$ cat src/rtl/fetch_pkg.sv
// Shared definitions for the instruction fetch front end: state encoding,
// the halt marker word and the sequential PC increment.
package fetch_pkg;

   typedef enum logic [1:0] {
      ST_IDLE = 2'd0,
      ST_RUN  = 2'd1,
      ST_HALT = 2'd2
   } fetch_state_e;

   localparam logic [31:0] HALT_WORD = 32'h0000_0000;
   localparam int          PC_STEP   = 4;

endpackage : fetch_pkg

$ cat src/rtl/fetch_unit_if.sv
// Bus between the fetch unit, instruction memory (pc_out/instr_in) and
// decode (valid/ready buffer handshake).
interface fetch_unit_if #(
   parameter int ADDR_W = 7,
   parameter int DATA_W = 32
);

   logic [ADDR_W-1:0] pc_out;
   logic [DATA_W-1:0] instr_in;
   logic              out_valid;
   logic              out_ready;
   logic [DATA_W-1:0] instr_out;
   logic [ADDR_W-1:0] instr_pc;

   modport master (
      output pc_out,
      input  instr_in,
      output out_valid,
      input  out_ready,
      output instr_out,
      output instr_pc
   );

   modport slave (
      input  pc_out,
      output instr_in,
      input  out_valid,
      output out_ready,
      input  instr_out,
      input  instr_pc
   );

endinterface : fetch_unit_if

$ cat src/rtl/fetch_unit_next_pc_sel.sv
// Next-PC priority mux: jump, then taken branch, then sequential step, else hold.
// Redirect targets are forced to word alignment.
module next_pc_sel
   import fetch_pkg::*;
#(
   parameter int ADDR_W = 7
) (
   input  logic [ADDR_W-1:0] pc,
   input  logic              enable,
   input  logic              advance,
   input  logic              jump,
   input  logic [ADDR_W-1:0] jump_target,
   input  logic              branch_taken,
   input  logic [ADDR_W-1:0] branch_target,
   output logic              redirect,
   output logic [ADDR_W-1:0] next_pc
);

   localparam logic [ADDR_W-1:0] ALIGN_MASK = ~ADDR_W'(3);
   localparam logic [ADDR_W-1:0] STEP       = ADDR_W'(PC_STEP);

   always_comb begin
      redirect = enable & (jump | branch_taken);
      next_pc  = pc;
      if (enable && jump) begin
         next_pc = jump_target & ALIGN_MASK;
      end else if (enable && branch_taken) begin
         next_pc = branch_target & ALIGN_MASK;
      end else if (advance) begin
         // Wraps naturally modulo 2^ADDR_W.
         next_pc = pc + STEP;
      end
   end

endmodule : next_pc_sel

$ cat src/rtl/fetch_unit.sv
// Fetch stage: owns the PC, reads instruction memory combinationally and
// registers the returned word into a one-entry buffer handed to decode.
module fetch_unit
   import fetch_pkg::*;
#(
   parameter int                ADDR_W       = 7,
   parameter int                DATA_W       = 32,
   parameter logic [ADDR_W-1:0] RESET_PC     = '0,
   parameter bit                HALT_ON_ZERO = 1'b1
) (
   input  logic              clk,
   input  logic              reset,
   fetch_unit_if.master      bus,
   input  logic              stall,
   input  logic              jump,
   input  logic [ADDR_W-1:0] jump_target,
   input  logic              branch_taken,
   input  logic [ADDR_W-1:0] branch_target,
   output logic              halted
);

   fetch_state_e      state_q, state_d;
   logic [ADDR_W-1:0] pc_q, pc_d;
   logic              valid_q, valid_d;
   logic [DATA_W-1:0] instr_q, instr_d;
   logic [ADDR_W-1:0] ipc_q, ipc_d;
   logic              halted_q, halted_d;

   logic in_run;
   logic redirect;
   logic would_fire;
   logic halt_hit;
   logic capture;

   assign in_run = (state_q == ST_RUN);

   next_pc_sel #(
      .ADDR_W(ADDR_W)
   ) u_next_pc_sel (
      .pc           (pc_q),
      .enable       (in_run),
      .advance      (capture),
      .jump         (jump),
      .jump_target  (jump_target),
      .branch_taken (branch_taken),
      .branch_target(branch_target),
      .redirect     (redirect),
      .next_pc      (pc_d)
   );

   // A halt word found on a would-fire cycle is never buffered.
   always_comb begin
      would_fire = in_run & ~stall & ~redirect & (~valid_q | bus.out_ready);
      halt_hit   = would_fire & HALT_ON_ZERO & (bus.instr_in == DATA_W'(HALT_WORD));
      capture    = would_fire & ~halt_hit;
   end

   always_comb begin
      state_d  = state_q;
      halted_d = halted_q;
      valid_d  = valid_q;
      instr_d  = instr_q;
      ipc_d    = ipc_q;

      case (state_q)
         ST_IDLE: state_d = ST_RUN;
         ST_RUN: begin
            if (halt_hit) begin
               state_d  = ST_HALT;
               halted_d = 1'b1;
            end
         end
         ST_HALT: state_d = ST_HALT;
         default: state_d = ST_IDLE;
      endcase

      // A redirect flushes the buffer even if decode is taking it this cycle.
      if (redirect) begin
         valid_d = 1'b0;
      end else if (capture) begin
         valid_d = 1'b1;
         instr_d = bus.instr_in;
         ipc_d   = pc_q;
      end else if (valid_q && bus.out_ready) begin
         valid_d = 1'b0;
      end
   end

   always_ff @(posedge clk or negedge reset) begin
      if (!reset) begin
         state_q  <= ST_IDLE;
         pc_q     <= RESET_PC;
         valid_q  <= 1'b0;
         instr_q  <= '0;
         ipc_q    <= '0;
         halted_q <= 1'b0;
      end else begin
         state_q  <= state_d;
         pc_q     <= pc_d;
         valid_q  <= valid_d;
         instr_q  <= instr_d;
         ipc_q    <= ipc_d;
         halted_q <= halted_d;
      end
   end

   assign bus.pc_out    = pc_q;
   assign bus.out_valid = valid_q;
   assign bus.instr_out = instr_q;
   assign bus.instr_pc  = ipc_q;
   assign halted        = halted_q;

endmodule : fetch_unit

$ cat src/flat_wrapper.sv
// flat-port wrapper written by rule: the top's interface ports become plain ports
module fetch_unit_flat import fetch_pkg::*;
#(
   parameter int                ADDR_W       = 7,
   parameter int                DATA_W       = 32,
   parameter logic [ADDR_W-1:0] RESET_PC     = '0,
   parameter bit                HALT_ON_ZERO = 1'b1
)
  (clk, reset, stall, jump, jump_target, branch_taken, branch_target, halted, bus_pc_out, bus_instr_in, bus_out_valid, bus_out_ready, bus_instr_out, bus_instr_pc);
  fetch_unit_if #(.ADDR_W(ADDR_W), .DATA_W(DATA_W)) bus_i ();
  input  logic clk;
  input  logic reset;
  input  logic stall;
  input  logic jump;
  input  logic [ADDR_W-1:0] jump_target;
  input  logic branch_taken;
  input  logic [ADDR_W-1:0] branch_target;
  output logic halted;
  output wire logic [$bits(bus_i.pc_out)-1:0] bus_pc_out;
  input wire logic [$bits(bus_i.instr_in)-1:0] bus_instr_in;
  output wire logic [$bits(bus_i.out_valid)-1:0] bus_out_valid;
  input wire logic [$bits(bus_i.out_ready)-1:0] bus_out_ready;
  output wire logic [$bits(bus_i.instr_out)-1:0] bus_instr_out;
  output wire logic [$bits(bus_i.instr_pc)-1:0] bus_instr_pc;
  assign bus_pc_out = bus_i.pc_out;
  assign bus_i.instr_in = bus_instr_in;
  assign bus_out_valid = bus_i.out_valid;
  assign bus_i.out_ready = bus_out_ready;
  assign bus_instr_out = bus_i.instr_out;
  assign bus_instr_pc = bus_i.instr_pc;
  fetch_unit #(.ADDR_W(ADDR_W), .DATA_W(DATA_W), .RESET_PC(RESET_PC), .HALT_ON_ZERO(HALT_ON_ZERO)) u_core (.clk(clk), .reset(reset), .bus(bus_i), .stall(stall), .jump(jump), .jump_target(jump_target), .branch_taken(branch_taken), .branch_target(branch_target), .halted(halted));
endmodule
$ cat config.mk
export PLATFORM = sky130hd
export DESIGN_NAME = fetch_unit_flat
export DESIGN_NICKNAME = d
export VERILOG_FILES = /design/src/rtl/fetch_pkg.sv /design/src/rtl/fetch_unit_if.sv /design/src/rtl/fetch_unit_next_pc_sel.sv /design/src/rtl/fetch_unit.sv /design/src/flat_wrapper.sv
export SDC_FILE = /design/constraint.sdc
export NUM_CORES = 1
export LEC_CHECK = 0
export ABC_AREA = 1
export CAP_MARGIN = 30
export CORE_ASPECT_RATIO = 0.5
export CORE_UTILIZATION = 41
export DETAILED_ROUTE_END_ITERATION = 10
export PLACE_DENSITY = 0.8
export SLEW_MARGIN = 20
export SYNTH_ARGS = -nofsm -noshare
export SYNTH_HDL_FRONTEND = slang
export SYNTH_SLANG_ARGS = --single-unit
$ cat constraint.sdc
create_clock -name clk -period 2.26 [get_ports clk]
set_input_delay 0.452 -clock clk [delete_from_list [all_inputs] [get_ports clk]]
set_output_delay 0.452 -clock clk [all_outputs]
set_load 0.02 [all_outputs]
Word-level counts from Yosys, hierarchy flattened:

Index checks and enable logic that the tools add are counted.

* add/subtract/negate cells: 1
* eq/ne operators: 3
* multiplexer cells: 8
* reductions and logical operators: 9
* bitwise gates (word level): 12

Operators by type and width (number)
* logical NOT 32 bit: 1
* two-way mux 7 bit: 3
* adder 7 x 3 -> 7 bit, second input constant: 1
* AND 1 bit: 6
* case mux 2 bit (3 select lines): 1
* nonzero test 3 bit: 2
* inverter 1 bit: 4
* AND reduction 2 bit: 2
* logical AND 1 bit: 3
* two-way mux 1 bit: 3
* equality test 2 x 1 -> 1 bit, second input constant: 1
* equality test 2 bit, second input constant: 1
* logical NOT 2 bit: 1
* two-way mux 2 bit: 1
* inequality test 2 bit, second input constant: 1
* bitwise OR 1 bit: 2

* output and inout port bits: 48
* input bits: 52
* logic and storage cells: 39
* flip-flop bits (word level): 50

Depth between registers and ports, before layout:

Gate-level depths: netlist of run 1.

* depth after elaboration: 11
* mapped depth: 10
* gate-level depth less buffers: 9

Cells and area by module:

From an unflattened synthesis of run 1, not the netlist that was laid out.

* cell total of the unflattened synthesis: 280
* area, all modules: 2217.1 um^2

By module, submodules not included
* fetch_unit: area an instance 1971.9 um^2, seq. area each 1251.2 um^2, instances 1, cells an instance 227
* next_pc_sel: area an instance 245.2 um^2, seq. area each 0.0 um^2, instances 1, cells an instance 53

Worst setup path after synthesis of run 1:

No wires, ideal clock.

* path kind: register to register
* start point: register u_core.state_q[0]
* end point: register u_core.instr_q[23] (netlist: u_core.bus.instr_out[23])
* period minus slack after synthesis: 1.573 ns
* data required time: 2.134 ns
* buffers on the path: 2
* setup time: 0.126 ns
* arrival: 1.447 ns
* cell stages (with the launch flop): 10
* slack: 0.687 ns
* path through: dfrtp_1 > ha_1 > buf_4 > nand2_2 > nand2_2 > nor3_2 > o21ai_2 > buf_2 > nand2_1 > o21ai_0

* longest elaborated chain between the ends: 9
* elaborated cells on any way between the ends: 10
* those cells by class: eq/ne (1); bitwise (8); reduce/logical (1)

RTL lines
* from (decl): RTL line fetch_unit.sv:22 `fetch_state_e state_q, state_d;`
* from (signal assigned): RTL line fetch_unit.sv:98 `state_q <= state_d;`
* equality test 2 x 1 -> 1 bit *: RTL line fetch_unit.sv:35 `assign in_run = (state_q == ST_RUN);`
* AND 1 bit: RTL line fetch_unit_next_pc_sel.sv:23 `redirect = enable & (jump | branch_taken);`
* inverter 1 bit (no source line)
* AND 1 bit (2 in a row): RTL line fetch_unit.sv:53 `would_fire = in_run & ~stall & ~redirect & (~valid_q | bus.out_ready);`
* AND 1 bit: RTL line fetch_unit.sv:54 `halt_hit = would_fire & HALT_ON_ZERO & (bus.instr_in == DATA_W'(HALT_WORD));`
* inverter 1 bit: RTL line fetch_unit.sv:55 `capture = would_fire & ~halt_hit;`
* AND 1 bit: RTL line fetch_unit.sv:55
* AND reduction 2 bit (no source line) *
* to (signal assigned): RTL line fetch_unit.sv:101 `instr_q <= instr_d;`
* to (decl): RTL line fetch_unit.sv:25 `logic [DATA_W-1:0] instr_q, instr_d;`

Every way passes the cells marked *; elsewhere a longest branch is shown, timed or not.
A chain may end at the register's enable or synchronous reset.

Final worst setup path of run 1:

* start point: register u_core.pc_q[4] (netlist: u_core.bus.pc_out[4])
* end point: output bus_pc_out[4]

RTL lines
* from (decl): RTL line fetch_unit.sv:23 `logic [ADDR_W-1:0] pc_q, pc_d;`
* from (signal assigned): RTL line fetch_unit.sv:99 `pc_q <= pc_d;`
* to (decl): RTL line flat_wrapper.sv:19 `output wire logic [$bits(bus_i.pc_out)-1:0] bus_pc_out;`

No word-level cell between the ends.

==> run summary, run 1 <==
The share of total power in combinational logic came out at between 30% and 40%. In the post-route analysis, the smallest setup slack over all paths is slightly below 400 ps. The critical path in this run is classified as register to output pin. The count of final hold-check violations is 0. Excluding fillers, the count of instances in the completed layout stands at approximately 440. The initial utilization of the core area, before any placement, comes to 43.29%. The via count of the first global-routing pass was between 1.5k and 2k. The post-placement cell count is 429.

The number of nets still failing antenna checks after routing came out at 0. After synthesis the cells add up to around 2200 µm². The area share of the largest cell type after synthesis is 53.18%. The cts-stage hold buffer count came out at 0. The detailed-router iteration count before antenna repair is 5. The diode insertion count for antenna repair is 0. In this run the critical register-to-register path is captured at u_core.bus.instr_out[14]. In this run, the number of DRC markers left after iteration 0 of detailed routing was 72. The CTS clock-pin slew for the worst setup and hold paths came out at ~90 ps. Dividing total power by cell area gives a power density of between 900 and 1000 nW/µm². The largest incremental delay on the critical path is 660 ps. The cell sitting at the root of the clock tree is a clkbuf_8. The final weighted congestion in routability-driven placement came out at ~0.76. Of all flip-flops after synthesis, the portion carrying an async set or reset was between 90% and 100%.

The count of clock tree sinks came out at 46. The startpoint type of the worst setup path is a register. The worst setup path is captured at an output pin. The worst-case clock buffer depth is 2. The start point of the critical path is u_core.bus.pc_out[4]. The number of design rule violations left after detail routing came out at 0. The most frequent cell after synthesis is nand2_1. The cell taking the most area after synthesis is dfrtp_1. The clock network fraction of total power is approximately a quarter. The worst-case setup slack after placement came out at ~170 ps. The number of enable flip-flop cells after synthesis came out at 0. The share of the core filled with cells came out at around two thirds.

The largest net degree at the start of global routing is 45. In the synthesized netlist the dominant register cell turns out to be dfrtp_1. The relative slew slack came out at between 40% and 50%. The cell count along the critical path is 1. The post-synthesis instance total is about 270. The min-delay analysis places its worst path in the category input pin to async pin.

Walking the worst path, the cells encountered are clkdlybuf4s50_1. The wire length on met3 is about 170 µm. The global route total overflow is 0. The number of buffer and inverter stages on the critical path is 1. The top metal layer carrying routed signals is met4. The critical-path maximum fanout is 6. The sequential-to-total area share from yosys stat is between 50% and 60%. Net switching is between 30% and 40% of the power. The die height is approximately 53 µm. The area growth from synthesis to layout came out at 52.31%. The synthesis-stage register bit count is 46. The number of post-CTS setup repair buffers is 0. The sequential cell fraction of total power came out at between 30% and 40%. The slack of the worst reg-to-reg path came out at around 430 ps.

After layout, the design draws a total of 3.041 mW. The routed via count divided by cell count came out at about 4.5. The count of warnings emitted by yosys came out at 0. The routed design could run at a clock period as short as between 1500 and 2000 ps. The worst endpoint required time is 1810 ps.

Post-CTS repair changed the size of 0 cells. The flow ran to the end, and the final reports show no timing, DRC or antenna violations. The total wire length is a little under 5 mm. The number of H-tree branching levels came out at 2. The floorplan step defined a die boundary enclosing 5592 µm². The initial antenna violation count is 0. TritonCTS created 5 clock buffers. Summed over all cells, the static leakage comes to around 1.6 nW.

TritonCTS built the clock tree. The total placed instance area came out at between 3000 and 4000 µm². The die is around 100 µm wide. The worst hold margin came out at between 200 and 300 ps.

The synthesized area divided by synthesized cell count is between 7 and 8 µm². The internal power summed over all cells is slightly above 2 mW. The ratio of final minimum period to clock period came out at a little over 80%. The I/O pin count is 100. In the post-synthesis netlist, the biggest area contributors are dfrtp_1, nand2_1, inv_1, o21ai_0, nor2_1. The unique cell type count in the Yosys netlist came out at 19. The critical path ends at bus_pc_out[4]. The maximum ir drop on the vdd rail came out at between 300 and 400 µV. The HPWL reported at the end of detailed placement came out at around 3.8 mm. The worst-case reg-to-reg path depth came out at 8. The slowest stage of the critical path belongs to the cell clkdlybuf4s50_1.

Setup violations remaining at the end of the flow were counted as 0. The number of inserted filler cells in the final layout came out at around 430. The placeable core region came out at between 4000 and 5000 µm². The final max-slew violation count is 0. By count the netlist is led by nand2_1, dfrtp_1, inv_1, o21ai_0, nor2_1. The average wire per standard cell is around 11 µm.

The startpoint identified for the worst register-to-register timing path is u_core.state_q[1]. Cells with a size suffix above 1 make up 4.905% of the layout. After detailed routing, the wire length on met1 is between 2 and 2.5 mm. The final sum of negative setup slack came out at 0 ps. The power spent charging and discharging nets came out at about 0.97 mW. Across all layers, the routed design uses around 1.9k vias. The number of nets in the layout came out at between 400 and 500.

The detailed-routed wire length on met2 came out at 2.510 mm. The kind of cell adding the most delay to the critical path is buffers and inverters. For the pin with the worst max-slew slack, the measured transition is 836.2 ps. The tool flagged a number of max-cap violations equal to 0. The area of all placed cells without fillers is between 3000 and 4000 µm². In the global route stage, overall resource usage came out at 17.12%. Setup repair after global routing left no endpoint under its margin.

The insertion delay of the later-clocked pin in the worst-skew pair came out at around 290 ps. Derived from the worst setup path, the maximum achievable clock frequency is approximately 530 MHz. The signal arrival time at the worst endpoint came out at between 1000 and 1500 ps.

The count of input and output buffers came out at slightly above 90. The wire length of the first global-routing pass is ~7.5 mm. The clock arrives with 3.218 ps of skew. The row count is 18.
[power groups by stage]
stage / Sequential [mW] / Combinational [mW] / Clock [mW]
after floorplan: 1.46 / 0.233 / 0
final: 1.18 / 1.12 / 0.741
after CTS: 1.18 / 1.14 / 0.753
after global routing: 1.21 / 1.21 / 0.787
after detailed placement: 1.19 / 1.13 / 0
after global placement: 1.18 / 1.11 / 0
[layout make-up]
type,instances,area [µm²],area share (%)
repair buffers,95,960.9,29.15
well taps,70,87.58,2.657
multi-input cells,173,785.8,23.83
clock buffers,6,82.58,2.505
flip-flops and latches,46,1151,34.91
clock inverters,2,60.06,1.822
inverters,45,168.9,5.123
[layer usage]
metal,track usage (%),vias to the layer above
li1,-,1018
met2,34.11,46
met4,4.460,0
met5,0,-
met1,19.31,880
met3,3.325,5
[kinds of logic after synthesis]
family	count (synthesis)	share of synthesized area (%)
adder cells (fa/ha/maj)	3	1.734
AND/OR/NAND/NOR	117	21.79
AO/OA/AOI/OAI	48	11.33
flip-flops	46	53.18
other	1	0.1732
XOR/XNOR	1	0.4047
buffers and inverters	58	11.39
[flip-flops by register name, summed over array words and instances (netlist names)]
signal / cells
u_core.bus.instr_out: 32
u_core.bus.instr_pc: 5
u_core.bus.pc_out: 5
u_core.state_q: 2
u_core.bus.out_valid: 1
u_core.halted: 1
[cell usage in the layout (no fill, tap or decap), drive strengths merged]
master         netlist  layout
a21oi                1       1
inv                 45      45
nand2               79      79
buf                 11       5
nor2                26      26
a31oi                1       1
nor3                 1       1
bufinv               0       2
nand3               11      11
dfrtp               46      46
clkdlybuf4s50        0      90
ha                   3       3
o21ai               46      46
clkbuf               2       6
conb                 1       4
xnor2                1       1
[how the worst min path moves through the flow]
stage / start / to / slack, ps
4_1_cts: reset / u_core.bus.instr_out[3] / 280
6_report: reset / u_core.bus.instr_out[6] / 260
3_3_place_gp: u_core.halted / u_core.halted / 450
5_1_grt: reset / u_core.bus.instr_out[3] / 320
3_5_place_dp: u_core.halted / u_core.halted / 450
2_1_floorplan: reset / u_core.bus.instr_out[0] / 160
(Power assumes the default switching activity.)
==> run 2: changes to the inputs <==
==> constraint.sdc (replaced) <==
create_clock -name clk -period 1.95 [get_ports clk]
set_input_delay 0.39 -clock clk [delete_from_list [all_inputs] [get_ports clk]]
set_output_delay 0.39 -clock clk [all_outputs]
set_load 0.02 [all_outputs]
==> run 2 against run 1 <==
Compared with the run above:
- combinational power rose by 17%
- final area fell by 1.9%
- core utilization fell by 1.3 points
- routed wire length rose by 1.6%
- via count rose by 1.8%
- worst setup slack got worse by 240 ps
- sequential share of layout area rose by 0.68 points
- critical path type unchanged
- power rose by 6.4%
==> run summary, run 2 (synthesis results as in run 1) <==
The CTS tree is done (unchanged). The diode insertion count for antenna repair is 0 (unchanged). The number of maximum-capacitance constraint violations came out at 0 (unchanged).

The flip-flop count of the largest register after layout came out at 32 (unchanged). The cell area power density came out at 1000 nW/µm² (was 922.3 nW/µm²). The wire length of the first global-routing pass was 7.831 mm (was 7.514 mm). The die area was 5592 µm² (unchanged).

The count of final hold-check violations is 0 (unchanged). Commonest cells after routing, fill and taps aside: clkdlybuf4s50_1, nand2_1, dfrtp_1 (unchanged). The critical-path maximum fanout came out at 6 (unchanged).

The most frequent standard cell in the layout excluding fill and tap cells is clkdlybuf4s50_1 (unchanged). The area growth from synthesis to layout is 49.42% (was 52.31%). The die height is 53.38 µm (unchanged). The largest incremental delay on the critical path came out at 660 ps (about the same). The register cell area after layout came out at 1151 µm² (unchanged). The worst clock skew came out at 4.007 ps (was 3.218 ps). The global route total overflow is 0 (unchanged).

Worst path cell trace: clkdlybuf4s50_1 (unchanged). The cell count along the critical path is 1 (unchanged). The fraction of layout cells with a size suffix above 1 came out at 4.918% (was 4.905%). The placeable core region came out at 5000 µm² (unchanged). The sort of element at the end of the critical path is an output pin (unchanged). The slack of the worst reg-to-reg path came to 190 ps (was 430 ps). The signal arrival time at the worst endpoint came to 1410 ps (was 1420 ps). The I/O pin count is 100 (unchanged). The final weighted congestion in routability-driven placement came out at 0.7733 (was 0.7633).

The startpoint type of the worst setup path is a register (unchanged). The row count is 18 (unchanged). The count of input and output buffers is 91 (unchanged). The number of design rule violations left after detail routing was 0 (unchanged). The startpoint of the most critical register-to-register path is u_core.state_q[1] (unchanged).

The final count of negative-setup-slack endpoints is 0 (unchanged). Based on the critical path, the design can be clocked at up to between 500 and 600 MHz. The overall fraction of global-route tracks in use is 17.93% (was 17.12%). The relative slew slack was 61.94% (was 44.25%). The number of cells upsized or downsized after cts came out at 0 (unchanged). The number of H-tree branching levels is 2 (unchanged). The number of inserted filler cells in the final layout came out at 453 (was 425). The effective utilization at floorplan was 43.29% (unchanged).

The class of the most critical hold timing path is input pin to async pin (unchanged). The final max-slew violation count came to 0 (unchanged). The routed via count divided by cell count is 4.550 (was 4.460). The worst-case clock buffer depth is 2 (unchanged). The root buffer cell is clkbuf_8 (unchanged). The largest net degree at the start of global routing is 61 (was 45).

The count of clock tree sinks is 46 (unchanged). After layout, the worst path uses a little over 90% of the clock period. The average wire per standard cell came out at 11.32 µm (was 11.11 µm). The total power was 3.235 mW (was 3.041 mW). The reported leakage power is 1.588 nW (was 1.619 nW). The detailed-router iteration count before antenna repair came to 4 (was 5).

The insertion delay of the later-clocked pin in the worst-skew pair is 290 ps (about the same). The number of nets still failing antenna checks after routing came out at 0 (unchanged). The number of post-CTS setup repair buffers came out at 0 (unchanged). The CTS clock-pin slew for the worst setup and hold paths came out at 80 ps (was 90 ps). The worst-case reg-to-reg path depth came out at 8 (unchanged). The slew at the pin with the worst max-slew slack is 570.9 ps (was 836.2 ps). The worst endpoint required time is 1560 ps (was 1810 ps). The category of the most critical setup path was register to output pin (unchanged). The worst reg2reg path endpoint is u_core.bus.instr_out[13] (was u_core.bus.instr_out[14]).

The number of buffer and inverter stages on the critical path is 1 (unchanged). Run status: complete, no violations (unchanged). The initial antenna violation count is 0 (unchanged). The clock period minus worst slack is around 1800 ps. The HPWL reported at the end of detailed placement came out at 3.793 mm (was 3.780 mm). The number of design-rule violations left by the first detailed-router iteration came to 78 (was 72). The via count of the routed design was 1984 (was 1949). The number of buffers created by CTS is 5 (unchanged). The maximum ir drop on the vdd rail is 447.8 µV (was 386.4 µV). The total wire length came out at 4.936 mm (was 4.856 mm). The worst-path cell with the longest stage delay is clkdlybuf4s50_1 (unchanged). The multi-input combinational cell area is 788.3 µm² (was 785.8 µm²). The cts-stage hold buffer count was 0 (unchanged). The number of nets in the layout came out at 422 (was 421). The die boundary width is 104.8 µm (unchanged).

Unrepaired setup endpoints after global routing: no (unchanged). The via count of the first global-routing pass came out at 1792 (was 1731). The kind of cell adding the most delay to the critical path was buffers and inverters (unchanged). The share of the core filled with cells was 64.69% (was 65.94%).
==> run 2: cell types whose count changed in the layout (fill, tap and decap cells not counted), sizes merged <==
cell,change
bufinv,-2
buf,+1
==> run 2: how the worst max path moves through the flow <==
stage,from,end
floorplan,u_core.state_q[0],u_core.bus.instr_out[23]
global placement,bus_instr_in[15],u_core.bus.instr_out[12]
detailed placement,bus_instr_in[19],u_core.bus.instr_out[13]
CTS,u_core.state_q[1],u_core.bus.instr_out[13]
global route,u_core.state_q[1],u_core.bus.instr_out[19]
finish,u_core.bus.pc_out[4],bus_pc_out[4]
==> run 2: layout make-up <==
class	instances	share of cell area, %
clock buffers	6	2.553
repair buffers	96	29.56
flip-flops and latches	46	35.59
inverters	45	5.222
multi-input cells	173	24.37
well taps	70	2.708
==> run 2: per-layer routing <==
metal / vias to the layer above / part of all wire, % / track usage (%)
met5: - / 0 / 0
met4: 0 / 1.3 / 6.338
met3: 9 / 3.8 / 3.448
met2: 50 / 54 / 36.64
met1: 911 / 41 / 19.08
li1: 1014 / - / -
==> run 2: where the power goes <==
| part | internal, mW | leakage [nW] | total [mW] | switching, mW |
|---|---|---|---|---|
| clock | 0.274 | 0.0431 | 0.561 | 0.288 |
| combinational | 0.648 | 0.979 | 1.31 | 0.658 |
| sequential | 1.21 | 0.566 | 1.37 | 0.159 |
| total | 2.13 | 1.59 | 3.23 | 1.10 |
==> run 2: per-stage QoR <==
stage	std cells	setup TNS [ps]	instance area [µm²]	hold slack, ps	worst slack (ps)
4_1_cts	436	0	3232	196.1	79.55
3_5_place_dp	430	-1641	3149	461.3	-94.80
2_1_floorplan	277	0	2176	94.41	377.2
5_1_grt	436	0	3234	228.8	72.85
3_3_place_gp	430	-522.5	3149	452.3	-29.30
6_report	436	0	3234	165.1	154.2
